===== config.mk =====
export PLATFORM = sky130hd
export DESIGN_NAME = mod_share_arb
export DESIGN_NICKNAME = d
export VERILOG_FILES = /design/src/rtl/mod_share_arb_pkg.sv /design/src/rtl/mod_share_arb_mod.sv /design/src/rtl/mod_share_arb_rr_pick.sv /design/src/rtl/mod_share_arb.sv
export SDC_FILE = /design/constraint.sdc
export NUM_CORES = 1
export LEC_CHECK = 0
export ABC_AREA = 1
export CAP_MARGIN = 40
export CORE_MARGIN = 5
export CORE_UTILIZATION = 45
export CTS_BUF_LIST = sky130_fd_sc_hd__clkbuf_16
export DETAILED_ROUTE_END_ITERATION = 10
export PLACE_DENSITY_LB_ADDON = 0.25
export SETUP_SLACK_MARGIN = 0.15
export SLEW_MARGIN = 20
export SYNTH_ARGS = -nofsm -noshare
export SYNTH_HDL_FRONTEND = slang
export SYNTH_HIERARCHICAL = 1
export SYNTH_SLANG_ARGS = --single-unit
export TNS_END_PERCENT = 50

===== constraint.sdc =====
create_clock -name Clk -period 13.7 [get_ports Clk]
set_input_delay 2.055 -clock Clk [delete_from_list [all_inputs] [get_ports Clk]]
set_output_delay 2.055 -clock Clk [all_outputs]
set_load 0.01 [all_outputs]

===== src/rtl/mod_share_arb_pkg.sv =====
// Shared constants for the MOD arbiter slice: FSM encodings, statistics
// counter width and a saturating increment helper.
package mod_share_arb_pkg;

  localparam logic [1:0] ST_IDLE = 2'd0;
  localparam logic [1:0] ST_LOAD = 2'd1;
  localparam logic [1:0] ST_WAIT = 2'd2;
  localparam logic [1:0] ST_DONE = 2'd3;

  localparam int STATS_W = 16;

  typedef logic [STATS_W-1:0] stats_t;

  // Counters stick at all-ones rather than wrapping back to zero.
  function automatic stats_t sat_inc(input stats_t v);
    return (v == '1) ? v : v + STATS_W'(1);
  endfunction

endpackage


===== src/rtl/mod_share_arb_mod.sv =====
// Remainder datapath: unsigned a % b. The owning arbiter treats this as
// a multicycle path and never samples it while the divisor is zero; the zero
// guard only keeps the output defined in that case.
module mod_unit #(
  parameter int DATAWIDTH = 8
) (
  input  logic [DATAWIDTH-1:0] a,
  input  logic [DATAWIDTH-1:0] b,
  output logic [DATAWIDTH-1:0] rem
);

  // Pure combinational remainder.
  always_comb begin
    rem = a;
    if (b != '0) rem = a % b;
  end

endmodule


===== src/rtl/mod_share_arb_rr_pick.sv =====
// Round-robin picker: returns the first asserted request at or above ptr,
// wrapping around past NREQ-1 back to 0.
module rr_pick #(
  parameter int NREQ = 4,
  parameter int PW   = $clog2(NREQ)
) (
  input  logic [NREQ-1:0] req,
  input  logic [PW-1:0]   ptr,
  output logic [PW-1:0]   grant,
  output logic            any
);

  logic [PW:0]   sum;
  logic [PW-1:0] idx;

  // Scan from ptr upward with wrap; the first hit wins.
  always_comb begin
    grant = '0;
    any   = 1'b0;
    sum   = '0;
    idx   = '0;
    for (int i = 0; i < NREQ; i++) begin
      sum = {1'b0, ptr} + (PW+1)'(i);
      if (sum >= (PW+1)'(NREQ)) sum = sum - (PW+1)'(NREQ);
      idx = sum[PW-1:0];
      if (!any && req[idx]) begin
        grant = idx;
        any   = 1'b1;
      end
    end
  end

endmodule


===== src/rtl/mod_share_arb.sv =====
// Time-shares one MOD unit among NREQ requesters with round-robin fairness.
// Operands are captured on accept, the divider gets LAT settle cycles, and
// the remainder returns with a one-hot valid pulse. Zero divisors bypass the
// divider entirely. Optional statistics: define MOD_ARB_STATS_EN to add the
// ops_cnt/divz_cnt outputs.
module mod_share_arb
  import mod_share_arb_pkg::*;
#(
  parameter int DATAWIDTH = 8,
  parameter int NREQ      = 4,
  parameter int LAT       = 2
) (
  input  logic                      Clk,
  input  logic                      Rst_n,
  input  logic [NREQ-1:0]           req_valid,
  input  logic [NREQ*DATAWIDTH-1:0] req_a,
  input  logic [NREQ*DATAWIDTH-1:0] req_b,
  output logic [NREQ-1:0]           req_ready,
  output logic [NREQ-1:0]           rsp_valid,
  output logic [DATAWIDTH-1:0]      rsp_rem,
  output logic                      rsp_divz,
  output logic                      busy
`ifdef MOD_ARB_STATS_EN
  ,
  output logic [STATS_W-1:0]        ops_cnt,
  output logic [STATS_W-1:0]        divz_cnt
`endif
);

  localparam int PW    = $clog2(NREQ);
  localparam int CNT_W = $clog2(LAT + 1);

  logic [1:0]           state_q, state_d;
  logic [PW-1:0]        grant_q, grant_d;
  logic [PW-1:0]        ptr_q, ptr_d;
  logic [DATAWIDTH-1:0] op_a_q, op_a_d;
  logic [DATAWIDTH-1:0] op_b_q, op_b_d;
  logic [CNT_W-1:0]     count_q, count_d;
  logic [DATAWIDTH-1:0] rem_q, rem_d;
  logic                 divz_q, divz_d;

  logic [PW-1:0]        pick_grant;
  logic                 pick_any;
  logic [DATAWIDTH-1:0] mod_rem;
  logic [DATAWIDTH-1:0] sel_a, sel_b;

  rr_pick #(
    .NREQ (NREQ),
    .PW   (PW)
  ) u_pick (
    .req   (req_valid),
    .ptr   (ptr_q),
    .grant (pick_grant),
    .any   (pick_any)
  );

  // The divider only ever sees the captured operands, never live inputs.
  mod_unit #(
    .DATAWIDTH (DATAWIDTH)
  ) u_mod (
    .a   (op_a_q),
    .b   (op_b_q),
    .rem (mod_rem)
  );

  // Pick the granted requester's operand slices.
  always_comb begin
    sel_a = '0;
    sel_b = '0;
    for (int i = 0; i < NREQ; i++) begin
      if (grant_q == PW'(i)) begin
        sel_a = req_a[i*DATAWIDTH +: DATAWIDTH];
        sel_b = req_b[i*DATAWIDTH +: DATAWIDTH];
      end
    end
  end

  // FSM next-state: arbitrate, capture, let the divider settle, respond.
  always_comb begin
    state_d = state_q;
    grant_d = grant_q;
    ptr_d   = ptr_q;
    op_a_d  = op_a_q;
    op_b_d  = op_b_q;
    count_d = count_q;
    rem_d   = rem_q;
    divz_d  = divz_q;
    case (state_q)
      ST_IDLE: begin
        if (pick_any) begin
          grant_d = pick_grant;
          state_d = ST_LOAD;
        end
      end
      ST_LOAD: begin
        op_a_d = sel_a;
        op_b_d = sel_b;
        if (sel_b == '0) begin
          rem_d   = sel_a;
          divz_d  = 1'b1;
          state_d = ST_DONE;
        end else begin
          count_d = CNT_W'(1);
          state_d = ST_WAIT;
        end
      end
      ST_WAIT: begin
        if (count_q == CNT_W'(LAT)) begin
          rem_d   = mod_rem;
          divz_d  = 1'b0;
          count_d = '0;
          state_d = ST_DONE;
        end else begin
          count_d = count_q + CNT_W'(1);
        end
      end
      ST_DONE: begin
        ptr_d   = (grant_q == PW'(NREQ - 1)) ? '0 : grant_q + PW'(1);
        state_d = ST_IDLE;
      end
      default: state_d = ST_IDLE;
    endcase
  end

  // State registers; reset abandons any operation in flight.
  always_ff @(posedge Clk or negedge Rst_n) begin
    if (!Rst_n) begin
      state_q <= ST_IDLE;
      grant_q <= '0;
      ptr_q   <= '0;
      op_a_q  <= '0;
      op_b_q  <= '0;
      count_q <= '0;
      rem_q   <= '0;
      divz_q  <= 1'b0;
    end else begin
      state_q <= state_d;
      grant_q <= grant_d;
      ptr_q   <= ptr_d;
      op_a_q  <= op_a_d;
      op_b_q  <= op_b_d;
      count_q <= count_d;
      rem_q   <= rem_d;
      divz_q  <= divz_d;
    end
  end

  // Handshake strobes are decoded from state so they are glitch-free.
  always_comb begin
    req_ready = '0;
    rsp_valid = '0;
    if (state_q == ST_LOAD) req_ready[grant_q] = 1'b1;
    if (state_q == ST_DONE) rsp_valid[grant_q] = 1'b1;
    busy     = (state_q != ST_IDLE);
    rsp_rem  = rem_q;
    rsp_divz = divz_q;
  end

`ifdef MOD_ARB_STATS_EN
  logic [STATS_W-1:0] ops_cnt_q, ops_cnt_d;
  logic [STATS_W-1:0] divz_cnt_q, divz_cnt_d;

  // Count completed operations and the zero-divisor subset.
  always_comb begin
    ops_cnt_d  = ops_cnt_q;
    divz_cnt_d = divz_cnt_q;
    if (state_q == ST_DONE) begin
      ops_cnt_d = sat_inc(ops_cnt_q);
      if (divz_q) divz_cnt_d = sat_inc(divz_cnt_q);
    end
  end

  // Statistics registers.
  always_ff @(posedge Clk or negedge Rst_n) begin
    if (!Rst_n) begin
      ops_cnt_q  <= '0;
      divz_cnt_q <= '0;
    end else begin
      ops_cnt_q  <= ops_cnt_d;
      divz_cnt_q <= divz_cnt_d;
    end
  end

  assign ops_cnt  = ops_cnt_q;
  assign divz_cnt = divz_cnt_q;
`else
  // No statistics hardware in this build.
`endif

endmodule


* Word-level counts from Yosys, hierarchy flattened *
Cells that the tools add are included.

word-level totals
  register bits = 33
  input bits = 70
  output and inout port bits = 18
  word-level logic and storage cells = 103

cells by class
  multiplexer cells = 47
  divide/modulo/power cells = 1
  $lt $le $gt $ge = 10
  reduce and logical (&&, ||, !) cells = 17
  $add $sub $neg = 9
  equal/unequal tests = 11

operators by type and width
  kind                   number
  $mux W8                11
  $mux W2                13
  $pmux W8 S2            1
  $lt A2 B3 Y1 const B   5
  $mux W1                12
  $eq A2 B2 Y1 const B   5
  $ge A3 B3 Y1 const B   3
  $bmux W1 S2            4
  $logic_not A8 Y1       1
  $mod A8 B8 Y8          1
  $mux W4                2
  $ne A2 B2 Y1 const B   4
  $pmux W2 S4            1
  $reduce_bool A8 Y1     1
  $sub A2 B1 Y2 const B  4
  $add A2 B2 Y3 const B  2
  $reduce_and A2 Y1      3
  $add A2 B1 Y2 const B  2
  $eq A2 B1 Y1 const B   2
  $logic_and A1 B1 Y1    4
  $logic_not A2 Y1       2
  $pmux W2 S2            1
  $reduce_bool A2 Y1     2
  $add A2 B1 Y3 const B  1
  6 further kinds        8

* Longest topological paths before layout *
Gate-level depths: netlist (run 1).

  depth in word-level cells = 16
  depth in mapped cells = 74
  mapped depth without buffers = 74

* By module *
The synthesis (run 1) kept the hierarchy.

by module, submodules not included
  module         cells each  instances  sequential area each (µm²)  area an instance (µm²)
  mod_share_arb  318         1          825.8                       2208.4
  mod_unit       348         1          0.0                         2077.0
  rr_pick        59          1          0.0                         319.1

* Worst setup path before layout (run 1) *
No wires, ideal clock.

  kind = reg-to-reg
  start point = register op_b_q[0]
  end point = register rem_q[5], in the netlist rsp_rem[5]
  required time = 13583 ps
  arrival time = 8672 ps
  setup slack = 4911 ps
  stages on the path, launching flop included = 69
  buffers on the path = 0
  clock period less this slack = 8789 ps
  setup time = 117 ps
  cells stage by stage = dfrtp_1 > inv_1 > ha_1 > o21ai_0 > inv_1 > nand3_2 > nand2_1 > ha_1 > o21ai_0 > nand2_1 > nand2_2 > nand2_1 > o21ai_0 > ha_1 > a21oi_1 > nand2_1 > nand2_1 > nand2_1 > [... 33 more ...] > inv_1 > nand3_1 > and2_1 > ha_1 > nand2_1 > nand2_1 > o21bai_1 > nand2_1 > nand2_1 > a21o_2 > nand2_2 > inv_2 > a22oi_1 > nand2_1 > nand2_1 > o21ai_0 > nand3_1 > nand2_1

on the way
  longest elaborated chain between the ends = 4
  elaborated cells between the ends (all ways) = 5
  those cells by class = div: 1; mux: 3; reduce/logical: 1

ends and longest elaborated chain
  element                                              RTL line                 text
  from (decl)                                          mod_share_arb.sv:37      logic [DATAWIDTH-1:0] op_b_q, op_b_d;
  from (signal assigned)                               mod_share_arb.sv:141     op_b_q <= op_b_d;
  $mod A8 B8 Y8 or $reduce_bool A8 Y1 (tied branches)  mod_share_arb_mod.sv:15  if (b != '0) rem = a % b;
  $mux W8 *                                            mod_share_arb_mod.sv:15
  via mod_rem[5]                                       mod_share_arb.sv:44      logic [DATAWIDTH-1:0] mod_rem;
  $mux W8 *                                            mod_share_arb.sv:108     if (count_q == CNT_W'(LAT)) begin
  $pmux W8 S2 *                                        mod_share_arb.sv:88      case (state_q)
  to (signal assigned)                                 mod_share_arb.sv:143     rem_q <= rem_d;
  to (decl)                                            mod_share_arb.sv:39      logic [DATAWIDTH-1:0] rem_q, rem_d;

The timed path passes the listed nets; every way through them passes the cells marked *. The select of a mux whose other input is x is not followed.
A chain may end at the register's enable or synchronous reset.

* Worst setup path in the final report (run 1) *
  start point = register op_b_q[0]
  end point = register rem_q[3], in the netlist rsp_rem[3]

Same word-level chain as after synthesis.

==> results of run 1 <==
final timing paths:
check                            from    endpoint  cells past startpoint
max                         op_b_q[0]  rsp_rem[3]                     70
min                        rsp_rem[7]  rsp_rem[7]                      2
max reg2reg                 op_b_q[0]  rsp_rem[3]                     70
min reg2reg                rsp_rem[7]  rsp_rem[7]                      2
max in group asynchronous       Rst_n   op_a_q[7]                      2
min in group asynchronous       Rst_n  rsp_rem[1]                      2
area by class of cell:
type	instances	area (µm²)	area share [%]
tap	136	170	2.99
clock inverter	2	7.51	0.132
clock buffer	5	125	2.20
sequential	33	826	14.5
timing repair buffer	91	923	16.2
multi-input combinational	584	3310	58.2
inverter	85	322	5.66
Yosys cell counts (4+ instances only):
library cell,instances,area [µm²]
sky130_fd_sc_hd__clkbuf_1,11,41.3
sky130_fd_sc_hd__and2_1,7,43.8
sky130_fd_sc_hd__a21oi_1,37,185
sky130_fd_sc_hd__nand3_1,54,270
sky130_fd_sc_hd__nor2_2,8,50.1
sky130_fd_sc_hd__nand2_2,20,125
sky130_fd_sc_hd__inv_1,76,285
sky130_fd_sc_hd__o21ai_0,61,305
sky130_fd_sc_hd__or2_2,6,37.5
sky130_fd_sc_hd__a21boi_0,5,37.5
sky130_fd_sc_hd__xor2_1,8,70.1
sky130_fd_sc_hd__nand3_2,9,90.1
sky130_fd_sc_hd__buf_2,4,20.0
sky130_fd_sc_hd__nand2_4,5,56.3
sky130_fd_sc_hd__nor2_4,6,67.6
sky130_fd_sc_hd__ha_1,46,576
sky130_fd_sc_hd__buf_6,6,67.6
sky130_fd_sc_hd__dfrtp_1,33,826
sky130_fd_sc_hd__o211ai_1,4,30.0
sky130_fd_sc_hd__o21ai_1,4,20.0
sky130_fd_sc_hd__xnor2_1,8,70.1
sky130_fd_sc_hd__nor2_1,34,128
sky130_fd_sc_hd__inv_2,8,30.0
sky130_fd_sc_hd__nand2_1,226,848
sky130_fd_sc_hd__nand4_1,6,37.5
layer usage:
metal,vias to the layer above,track usage (%),share of wire [%]
met5,-,0,0
met4,0,7.38,3.0
met3,30,2.73,4.4
met2,149,38.1,49
met1,2192,26.8,44
li1,2485,-,-
registers in the layout, summed over array words and instances, names as in the netlist:
signal,flops
ptr_q,2
op_b_q,8
op_a_q,8
grant_q,2
state_q,2
rsp_divz,1
rsp_rem,8
count_q,2
metrics by stage:
stage               hold WS [ns]  util [%]  setup slack, ns
floorplan                  0.475         -             4.91
global placement           0.459      54.3             4.06
detailed placement         0.458      54.4             3.72
CTS                        0.471      55.8             3.67
global route               0.498      56.1             2.49
finish                     0.470      56.1             3.61
worst register-to-register path, delay by kind of cell, from the launching register on:
kind                     cells  cell delay, ns
XOR/XNOR                     1            0.16
AND/OR/NAND/NOR             42            4.33
adder cells (fa/ha/maj)      8            2.51
AO/OA/AOI/OAI               13            1.85
flip-flops                   1            0.47
buffers and inverters        6            0.73
logic make-up after synthesis:
family	after synthesis
compound gates	129
simple gates	391
flops	33
mux	1
xor+xnor	16
fa+ha+maj	47
buf+inv	108
cells in the final DEF (no fill, tap or decap), drive strengths merged:
master and n:
buf 4, xor2 8, clkinv 1, and2 7, fa 1, a21boi 7
nor2 48, nor3 5, nand3b 1, clkbuf 5, ha 46, clkdlybuf4s50 87
o211ai 4, or2 10, inv 86, a21o 3, nand4 6, xnor2 8
o21a 1, mux2 1, o21bai 3, nand2 251, a22oi 3, o21ai 68
nand3 63, dfrtp 33, a21oi 40
==> impl_summary.log, run 1 <==
[metrics] run status: completed
[metrics] kind of cell with the highest combined delay on the critical path: simple AND/OR/NAND/NOR gates
[metrics] diode count: 0
[metrics] final setup fails: 0
[metrics] clock skew after layout: 0.00521 ns
[metrics] final setup TNS: 0 ns
[metrics] Crit path buffers/inverters: 6
[metrics] RSZ-0062 raised after global routing: no
[metrics] Setup crit start kind: flip-flop
[metrics] GRT Residual Overflow: 0
[metrics] Adder-Cell Fraction of Synth Area: 12.9%
[metrics] worst-margin pin slew: 0.786 ns
[metrics] cell area reported after detailed placement: 5520 µm²
[metrics] DRT iter0 DRCs: 357
[metrics] critical path data arrival time: 10.30 ns
[metrics] synthesized area divided by synthesized cell count: between 6 and 7 µm²
[metrics] cell area after technology mapping: 4600 µm²
[metrics] largest fanout on the critical path: 8
[metrics] wire length of the first global-routing pass: around 22000 µm
[metrics] number of non-filler instances in the completed layout: around 940
[metrics] hold-fix buffer count after cts: 0
[metrics] endpoints failing hold: 0
[metrics] relative slew slack: 47.6%
[metrics] Reg2Reg Setup Slack: roughly 3.6 ns
[metrics] IO Pins: 88
[metrics] Root Buffer: sky130_fd_sc_hd__clkbuf_16
[metrics] fraction of synthesized area in multiplexers: 0.245%
[metrics] share of the synthesized area in compound gates (AO/OA/AOI/OAI): 15.8%
[metrics] TritonCTS clock tree: done
[metrics] fraction of final layout cells with drive strength greater than 1: 10.6%
[metrics] die boundary height: between 100 and 150 µm
[metrics] clk slew on worst S/H paths: 0.05 ns
[metrics] core box area: 10100 µm²
[metrics] DRC violations left: 0
[metrics] largest family of logic cells by synthesized area: simple AND/OR/NAND/NOR gates
[metrics] All-Layer GR Usage: a little over a fifth
[metrics] post-CTS repair timing setup buffer count: 0
[metrics] vias after detailed routing: around 5000
[metrics] Max Clk Rate: 0.0991 GHz
[metrics] half-perimeter wire length of the detailed placement result: 11000 µm
[metrics] pin count of the biggest net entering global routing: 34
[metrics] share of synthesized cell area in and, or, nand and nor gates: 39.8%
[metrics] asr flop ratio synth: 100%
[metrics] path type of the worst min-delay path: flip-flop to flip-flop
[metrics] yosys synthesis warning count: 6
[metrics] number of H-tree branching levels: 2
[metrics] total of max-cap violations: 0
[metrics] number of cell rows: 37
[metrics] Starting Density: a little under half
[metrics] Routability Congestion: 0.920
[metrics] Filler cells: 986
[metrics] master of the slowest instance on the critical path: sky130_fd_sc_hd__dfrtp_1
[metrics] Cell variety after synth: 46
[metrics] type of the worst setup path: flip-flop to flip-flop
[metrics] minimum clock period after layout: a little over 10 ns
[metrics] Bufs on Longest Clock Path: 2
[metrics] area overhead of the layout relative to synthesis: 23.4%
[metrics] number of nets in the layout: 917
[metrics] critical path required time: 13.91 ns
[metrics] sort of element at the end of the critical path: flip-flop
[metrics] Clock Sinks: 33
[metrics] fraction of the yosys area taken by sequential cells: 17.9%
[metrics] ratio of final minimum period to clock period: 73.7%
[metrics] DR pass1 iterations: 7
[metrics] post-placement cell count: 927
[metrics] routed wire length: 13300 µm
[metrics] via count of the first global-routing pass: 4876
[metrics] cell repeated most along the worst path: sky130_fd_sc_hd__nand2_1
[metrics] chip width: 111 µm
[metrics] nets in the synthesized netlist: about 840
[metrics] Wirelength per Cell: roughly 14 µm
[metrics] number of enable flip-flop cells after synthesis: 0
[metrics] post-cts resize count: 0
[metrics] post-layout instance area: 5680 µm²
[metrics] area of the die: 12400 µm²
[metrics] number of antenna violations at the first check in global routing: 0
[metrics] count of buffers from port buffering: 87
[metrics] residual antenna-violating net count after detailed routing: 0
[metrics] max-slew violation total from the final report: 0
[metrics] xor/xnor share of the synthesized area: under 10%
[metrics] Num CTS Buffers: 5
[metrics] clk_lat worst skew: 0.27 ns
[metrics] cell count after synthesis: approximately 730
[metrics] detailed-route vias per instance: 5.19
[metrics] primary flip-flop cell chosen by synthesis mapping: sky130_fd_sc_hd__dfrtp_1
[metrics] synthesized flop and latch total: 33
[metrics] Critical Path Max Stage Delay: 0.47 ns
Power of run 1 is left out: the tool's default activity adds up to more than one toggle a clock period on the data nets, which glitch-free logic cannot reach.
==> run 2, diff against run 1 <==
==> constraint.sdc (replaced) <==
create_clock -name Clk -period 8.75 [get_ports Clk]
set_input_delay 1.3125 -clock Clk [delete_from_list [all_inputs] [get_ports Clk]]
set_output_delay 1.3125 -clock Clk [all_outputs]
set_load 0.01 [all_outputs]
==> impl_summary.log, run 2 (synthesis gave the netlist of run 1 again) <==
[metrics] final setup TNS: -2.79 ns (-2.79 ns)
[metrics] area overhead of the layout relative to synthesis: 57.5%
[metrics] combined flip-flop and latch cell area: 827 µm² (+0.15%)
[metrics] Starting Density: 45.4% (unchanged)
[metrics] vias after detailed routing: 5575 (+15%)
[metrics] chip width: 111 µm (unchanged)
[metrics] DRC violations left: 0 (unchanged)
[metrics] endpoints failing hold: 0 (unchanged)
[metrics] TritonCTS clock tree: done
[metrics] Critical Path Sink: rsp_rem[7]
[metrics] CP Launch Point: op_b_q[0]
[metrics] area of the die: 12400 µm² (unchanged)
[metrics] largest fanout on the critical path: 7 (-1)
[metrics] DR pass1 iterations: 5 (-2)
[metrics] startpoint of the most critical register-to-register path: op_b_q[0]
[metrics] cell count of the worst reg-to-reg path: 68 (-2.9%)
[metrics] IO Pins: 88 (unchanged)
[metrics] Routability Congestion: 0.939 (+2.1%)
[metrics] via count of the first global-routing pass: 5499 (+13%)
[metrics] Critical Path Max Stage Delay: 0.42 ns (-0.05 ns)
[metrics] type of the worst setup path: flip-flop to flip-flop
[metrics] Worst Slack Setup Final: -0.380 ns (-3.99 ns)
[metrics] Clock Sinks: 33 (unchanged)
[metrics] count of buffers from port buffering: 87 (unchanged)
[metrics] residual antenna-violating net count after detailed routing: 0 (unchanged)
[metrics] Num CTS Buffers: 5 (unchanged)
[metrics] number of cell rows: 37 (unchanged)
[metrics] violations in the final reports: negative setup slack
[metrics] detailed-route vias per instance: 5.31 (+2.4%)
[metrics] half-perimeter wire length of the detailed placement result: 11600 µm (+5.3%)
[metrics] diode count: 0 (unchanged)
[metrics] Setup crit start kind: flip-flop
[metrics] hold path startpoint: rsp_divz
[metrics] Bufs on Longest Clock Path: 2 (unchanged)
[metrics] RSZ-0062 raised after global routing: yes
[metrics] clock skew after layout: 0.00478 ns (-0.000428 ns)
[metrics] Max Clk Rate: 0.110 GHz (+11%)
[metrics] Reg2Reg Setup Slack: -0.38 ns (-3.99 ns)
[metrics] ratio of final minimum period to clock period: 104% (+31 points)
[metrics] DRT iter0 DRCs: 311 (-13%)
[metrics] die boundary height: 111 µm (unchanged)
[metrics] Wirelength per Cell: 16.1 µm (+13%)
[metrics] fraction of final layout cells with drive strength greater than 1: 34.1% (+23 points)
[metrics] wire length of the first global-routing pass: 24900 µm (+11%)
[metrics] Root Buffer: sky130_fd_sc_hd__clkbuf_16
[metrics] run status: finished with violations
[metrics] worst-margin pin slew: 0.814 ns (+0.0284 ns)
[metrics] number of antenna violations at the first check in global routing: 0 (unchanged)
[metrics] max-slew violation total from the final report: 0 (unchanged)
[metrics] critical path data arrival time: 9.35 ns (-0.95 ns)
[metrics] number of H-tree branching levels: 2 (unchanged)
[metrics] most common cell after layout, fill and taps aside: sky130_fd_sc_hd__nand2_1
[metrics] core box area: 10100 µm² (unchanged)
[metrics] total of max-cap violations: 0 (unchanged)
[metrics] master of the slowest instance on the critical path: sky130_fd_sc_hd__dfrtp_2
[metrics] clk slew on worst S/H paths: 0.05 ns (about the same)
[metrics] clk_lat worst skew: 0.28 ns (about the same)
[metrics] Filler cells: 806 (-18%)
[metrics] minimum clock period after layout: 9.13 ns (-0.961 ns)
[metrics] pin count of the biggest net entering global routing: 34 (unchanged)
[metrics] number of nets in the layout: 1029 (+12%)
[metrics] sort of element at the end of the critical path: flip-flop
[metrics] worst flop-to-flop path endpoint: rsp_rem[7]
[metrics] cell repeated most along the worst path: sky130_fd_sc_hd__nand2_2
[metrics] All-Layer GR Usage: 23.8% (+2.3 points)
[metrics] critical path required time: 8.97 ns (-4.94 ns)
[metrics] routed wire length: 16900 µm (+27%)
[metrics] area of the multi-input gates: 4030 µm² (+22%)
[metrics] final setup fails: 8 (+8)
[metrics] relative slew slack: 45.7% (-1.9 points)
[metrics] GRT Residual Overflow: 0 (unchanged)
[metrics] hold-fix buffer count after cts: 0 (unchanged)
[metrics] path type of the worst min-delay path: flip-flop to flip-flop
[metrics] highest-count cells in the layout ignoring fill and taps: sky130_fd_sc_hd__nand2_1 (191), sky130_fd_sc_hd__buf_4 (112), sky130_fd_sc_hd__clkdlybuf4s50_1 (87), sky130_fd_sc_hd__inv_1 (67), sky130_fd_sc_hd__nand2_2 (43)
-- run 2: cell types whose count changed in the layout (fill, tap and decap cells not counted), sizes merged --
cell and delta:
clkinvlp +1, buf +111, inv -1, clkinv +2
-- run 2: worst min-delay path by stage --
stage	end	depth (start not counted)
final	rsp_divz	2
after global routing	rsp_rem[2]	2
after CTS	rsp_rem[3]	2
after detailed placement	rsp_rem[2]	2
after global placement	rsp_divz	2
after floorplan	op_a_q[0]	2
-- run 2: area by class of cell --
type,instances,share of cell area (%)
Inverter,85,4.61
Timing Repair inverter,1,0.104
Tap cell,136,2.35
Multi-Input combinational cell,584,55.6
Clock buffer,5,1.73
Clock inverter,3,0.173
Sequential cell,33,11.4
Timing Repair Buffer,202,24.1
-- run 2: critical path: cells and delay by family, from the launching register on --
kind / cells / cell delay [ns]
DFF: 1 / 0.42
buffers and inverters: 10 / 1.01
AOI/OAI and AO/OA: 10 / 1.41
adders and majority gates: 8 / 2.04
and+or+nand+nor: 40 / 4.18
-- run 2: what timing repair did --
item	CTS	global route
resized for setup	57	105
setup buffers	25	17
setup endpoints to repair	8	8
gates cloned	1	0
pin swaps	64	84
-- run 2: per-layer routing --
layer  track usage (%)  wire [µm]  part of all wire (%)
met5                 0          0                     0
met4              6.97        713                   4.2
met3              3.11        806                   4.8
met2              46.2       8840                    52
met1              26.8       6510                    39
-- run 2: metrics by stage --
step	setup slack, ns	hold WS (ns)	cells	instance area, µm²	util (%)
floorplan	0.163	0.475	725	4620	-
global placement	-0.230	0.456	998	6060	59.8
detailed placement	-0.501	0.459	998	6060	59.8
CTS	-0.238	0.473	1032	6620	65.3
global route	-0.773	0.499	1049	7250	71.5
finish	-0.380	0.473	1049	7250	71.5
Power of run 2 is left out for the same reason.
==> run 3, diff against run 2 <==
--- a/config.mk
+++ b/config.mk
@@ -7,8 +7,10 @@
 export LEC_CHECK = 0
 export ABC_AREA = 1
 export CAP_MARGIN = 40
+export CELL_PAD_IN_SITES_DETAIL_PLACEMENT = 0
+export CELL_PAD_IN_SITES_GLOBAL_PLACEMENT = 2
 export CORE_MARGIN = 5
-export CORE_UTILIZATION = 45
+export CORE_UTILIZATION = 26
 export CTS_BUF_LIST = sky130_fd_sc_hd__clkbuf_16
 export DETAILED_ROUTE_END_ITERATION = 10
 export PLACE_DENSITY_LB_ADDON = 0.25
==> constraint.sdc (replaced) <==
create_clock -name Clk -period 7.45 [get_ports Clk]
set_input_delay 1.1175 -clock Clk [delete_from_list [all_inputs] [get_ports Clk]]
set_output_delay 1.1175 -clock Clk [all_outputs]
set_load 0.01 [all_outputs]
==> impl_summary.log, run 3 (synthesis gave the netlist of run 1 again) <==
[metrics] run status: finished with violations
[metrics] violations in the final reports: negative setup slack
[metrics] diode count: 0 (unchanged)
[metrics] relative slew slack: 57.0% (+11 points)
[metrics] DR pass1 iterations: 4 (-1)
[metrics] clock skew after layout: 0.00429 ns (-0.000489 ns)
[metrics] fraction of final layout cells with drive strength greater than 1: 34.6% (+0.56 points)
[metrics] clk slew on worst S/H paths: 0.05 ns (about the same)
[metrics] path type of the worst min-delay path: flip-flop to flip-flop
[metrics] residual antenna-violating net count after detailed routing: 0 (unchanged)
[metrics] sort of element at the end of the critical path: flip-flop
[metrics] master of the slowest instance on the critical path: sky130_fd_sc_hd__dfrtp_2
[metrics] half-perimeter wire length of the detailed placement result: 12800 µm (+11%)
[metrics] GRT Residual Overflow: 0 (unchanged)
[metrics] final setup TNS: -11.53 ns (-8.74 ns)
[metrics] top metal layer carrying routed signals: met4
[metrics] Bufs on Longest Clock Path: 2 (unchanged)
[metrics] Clock Sinks: 33 (unchanged)
[metrics] number of antenna violations at the first check in global routing: 0 (unchanged)
[metrics] All-Layer GR Usage: 15.6% (-8.2 points)
[metrics] area of the multi-input gates: 3890 µm² (-3.4%)
[metrics] endpoints failing hold: 0 (unchanged)
[metrics] largest fanout on the critical path: 7 (unchanged)
[metrics] routed wire length: 16100 µm (-4.4%)
[metrics] combined flip-flop and latch cell area: 827 µm² (unchanged)
[metrics] clk_lat worst skew: 0.27 ns (about the same)
[metrics] max-slew violation total from the final report: 0 (unchanged)
[metrics] die boundary height: 143 µm (+29%)
[metrics] type of the worst setup path: flip-flop to flip-flop
[metrics] count of buffers from port buffering: 87 (unchanged)
[metrics] Root Buffer: sky130_fd_sc_hd__clkbuf_16
[metrics] hold-fix buffer count after cts: 0 (unchanged)
[metrics] chip width: 143 µm (+29%)
[metrics] number of H-tree branching levels: 2 (unchanged)
[metrics] RSZ-0062 raised after global routing: yes
[metrics] DRC violations left: 0 (unchanged)
[metrics] Critical Path Max Stage Delay: 0.42 ns (about the same)
[metrics] area overhead of the layout relative to synthesis: 63.6%
[metrics] critical path required time: 7.66 ns (-1.31 ns)
[metrics] number of cell rows: 48 (+30%)
[metrics] cell area reported after detailed placement: 6580 µm² (+8.6%)
[metrics] Worst Slack Setup Final: -1.48 ns (-1.10 ns)
[metrics] number of nets in the layout: 1069 (+3.9%)
[metrics] minimum clock period after layout: 8.93 ns (-0.201 ns)
[metrics] via count of the first global-routing pass: 5489 (-0.18%)
[metrics] Setup crit start kind: flip-flop
[metrics] post-layout instance area: 7530 µm² (+3.8%)
[metrics] Max Clk Rate: 0.112 GHz (+2.3%)
[metrics] met2 routed wirelength: 7520 µm (-15%)
[metrics] total of max-cap violations: 0 (unchanged)
[metrics] final setup fails: 8 (unchanged)
[metrics] Wirelength per Cell: 13.7 µm (-15%)
[metrics] Filler cells: 1772 (+120%)
[metrics] final core utilization: 43.4% (-28 points)
[metrics] met1 WL: 7460 µm (+15%)
[metrics] most common cell after layout, fill and taps aside: sky130_fd_sc_hd__nand2_1
[metrics] highest-count cells in the layout ignoring fill and taps: sky130_fd_sc_hd__nand2_1 (198), sky130_fd_sc_hd__buf_4 (154), sky130_fd_sc_hd__clkdlybuf4s50_1 (87), sky130_fd_sc_hd__inv_1 (73), sky130_fd_sc_hd__o21ai_0 (46)
[metrics] cell repeated most along the worst path: sky130_fd_sc_hd__nand2_2
[metrics] wire length of the first global-routing pass: 26300 µm (+5.5%)
[metrics] Routability Congestion: 0.889 (-5.4%)
[metrics] met3 wire length: 781 µm (-3.1%)
[metrics] area of the die: 20500 µm² (+66%)
[metrics] DRT iter0 DRCs: 152 (-51%)
[metrics] ratio of final minimum period to clock period: 120% (+16 points)
[metrics] Num CTS Buffers: 5 (unchanged)
[metrics] worst-margin pin slew: 0.646 ns (-0.168 ns)
[metrics] TritonCTS clock tree: done
[metrics] Starting Density: 26.5% (-19 points)
[metrics] vias after detailed routing: 5413 (-2.9%)
[metrics] pin count of the biggest net entering global routing: 34 (unchanged)
[metrics] core box area: 17400 µm² (+71%)
[metrics] critical path data arrival time: 9.14 ns (-0.21 ns)
[metrics] detailed-route vias per instance: 4.60 (-14%)
[metrics] IO Pins: 88 (unchanged)
[run 3: cell types whose count changed in the layout (fill, tap and decap cells not counted), sizes merged]
| cell | before | now |
|---|---|---|
| clkinv | 3 | 1 |
| inv | 85 | 87 |
| buf | 115 | 156 |
| clkinvlp | 1 | 0 |
[run 3: metal layers]
layer | track usage [%] | up-vias
met1 | 20.3 | 2466
met2 | 26.4 | 121
met4 | 4.30 | 0
li1 | - | 2801
met3 | 3.11 | 25
met5 | 0 | -
[run 3: area by class of cell]
cell class	count	share of cell area [%]
Clock buffer	5	1.66
Clock inverter	3	0.150
Inverter	85	4.50
Multi-Input combinational cell	584	51.7
Sequential cell	33	11.0
Tap cell	225	3.74
Timing Repair Buffer	243	27.3
[run 3: path summary, 6_finish.rpt]
path	from	slack [ns]	cells past startpoint	end
worst max register to register	op_b_q[0]	-1.48	64	rsp_rem[1]
worst max-delay path	op_b_q[0]	-1.48	64	rsp_rem[1]
worst min register to register	rsp_divz	0.46	2	rsp_divz
worst min-delay path	rsp_divz	0.46	2	rsp_divz
min in group asynchronous	Rst_n	1.26	2	ptr_q[1]
max in group asynchronous	Rst_n	5.85	2	op_b_q[0]
[run 3: what timing repair did]
item                                    4_1_cts  5_1_grt
hold endpoints to repair                      0        0
pin swaps                                    72       58
gates cloned                                  0        0
setup buffers                                35       11
endpoints found under the setup margin        8        8
resized for setup                            55       49
[run 3: critical path, delay by kind of cell (launching register included)]
kind / cells / cell delay, ns
buffers and inverters: 7 / 0.53
AOI/OAI and AO/OA: 12 / 1.61
adders and majority gates: 8 / 2.17
and+or+nand+nor: 35 / 3.82
xor gates and xnor gates: 2 / 0.28
DFF: 1 / 0.42
[run 3: through the flow]
step / hold WS (ns) / setup WS [ns] / instances
finish: 0.465 / -1.48 / 1178
global route: 0.506 / -1.95 / 1178
CTS: 0.472 / -1.35 / 1166
detailed placement: 0.461 / -1.74 / 1123
global placement: 0.456 / -1.60 / 1122
floorplan: 0.475 / -1.02 / 725
Power of run 3 is left out for the same reason.
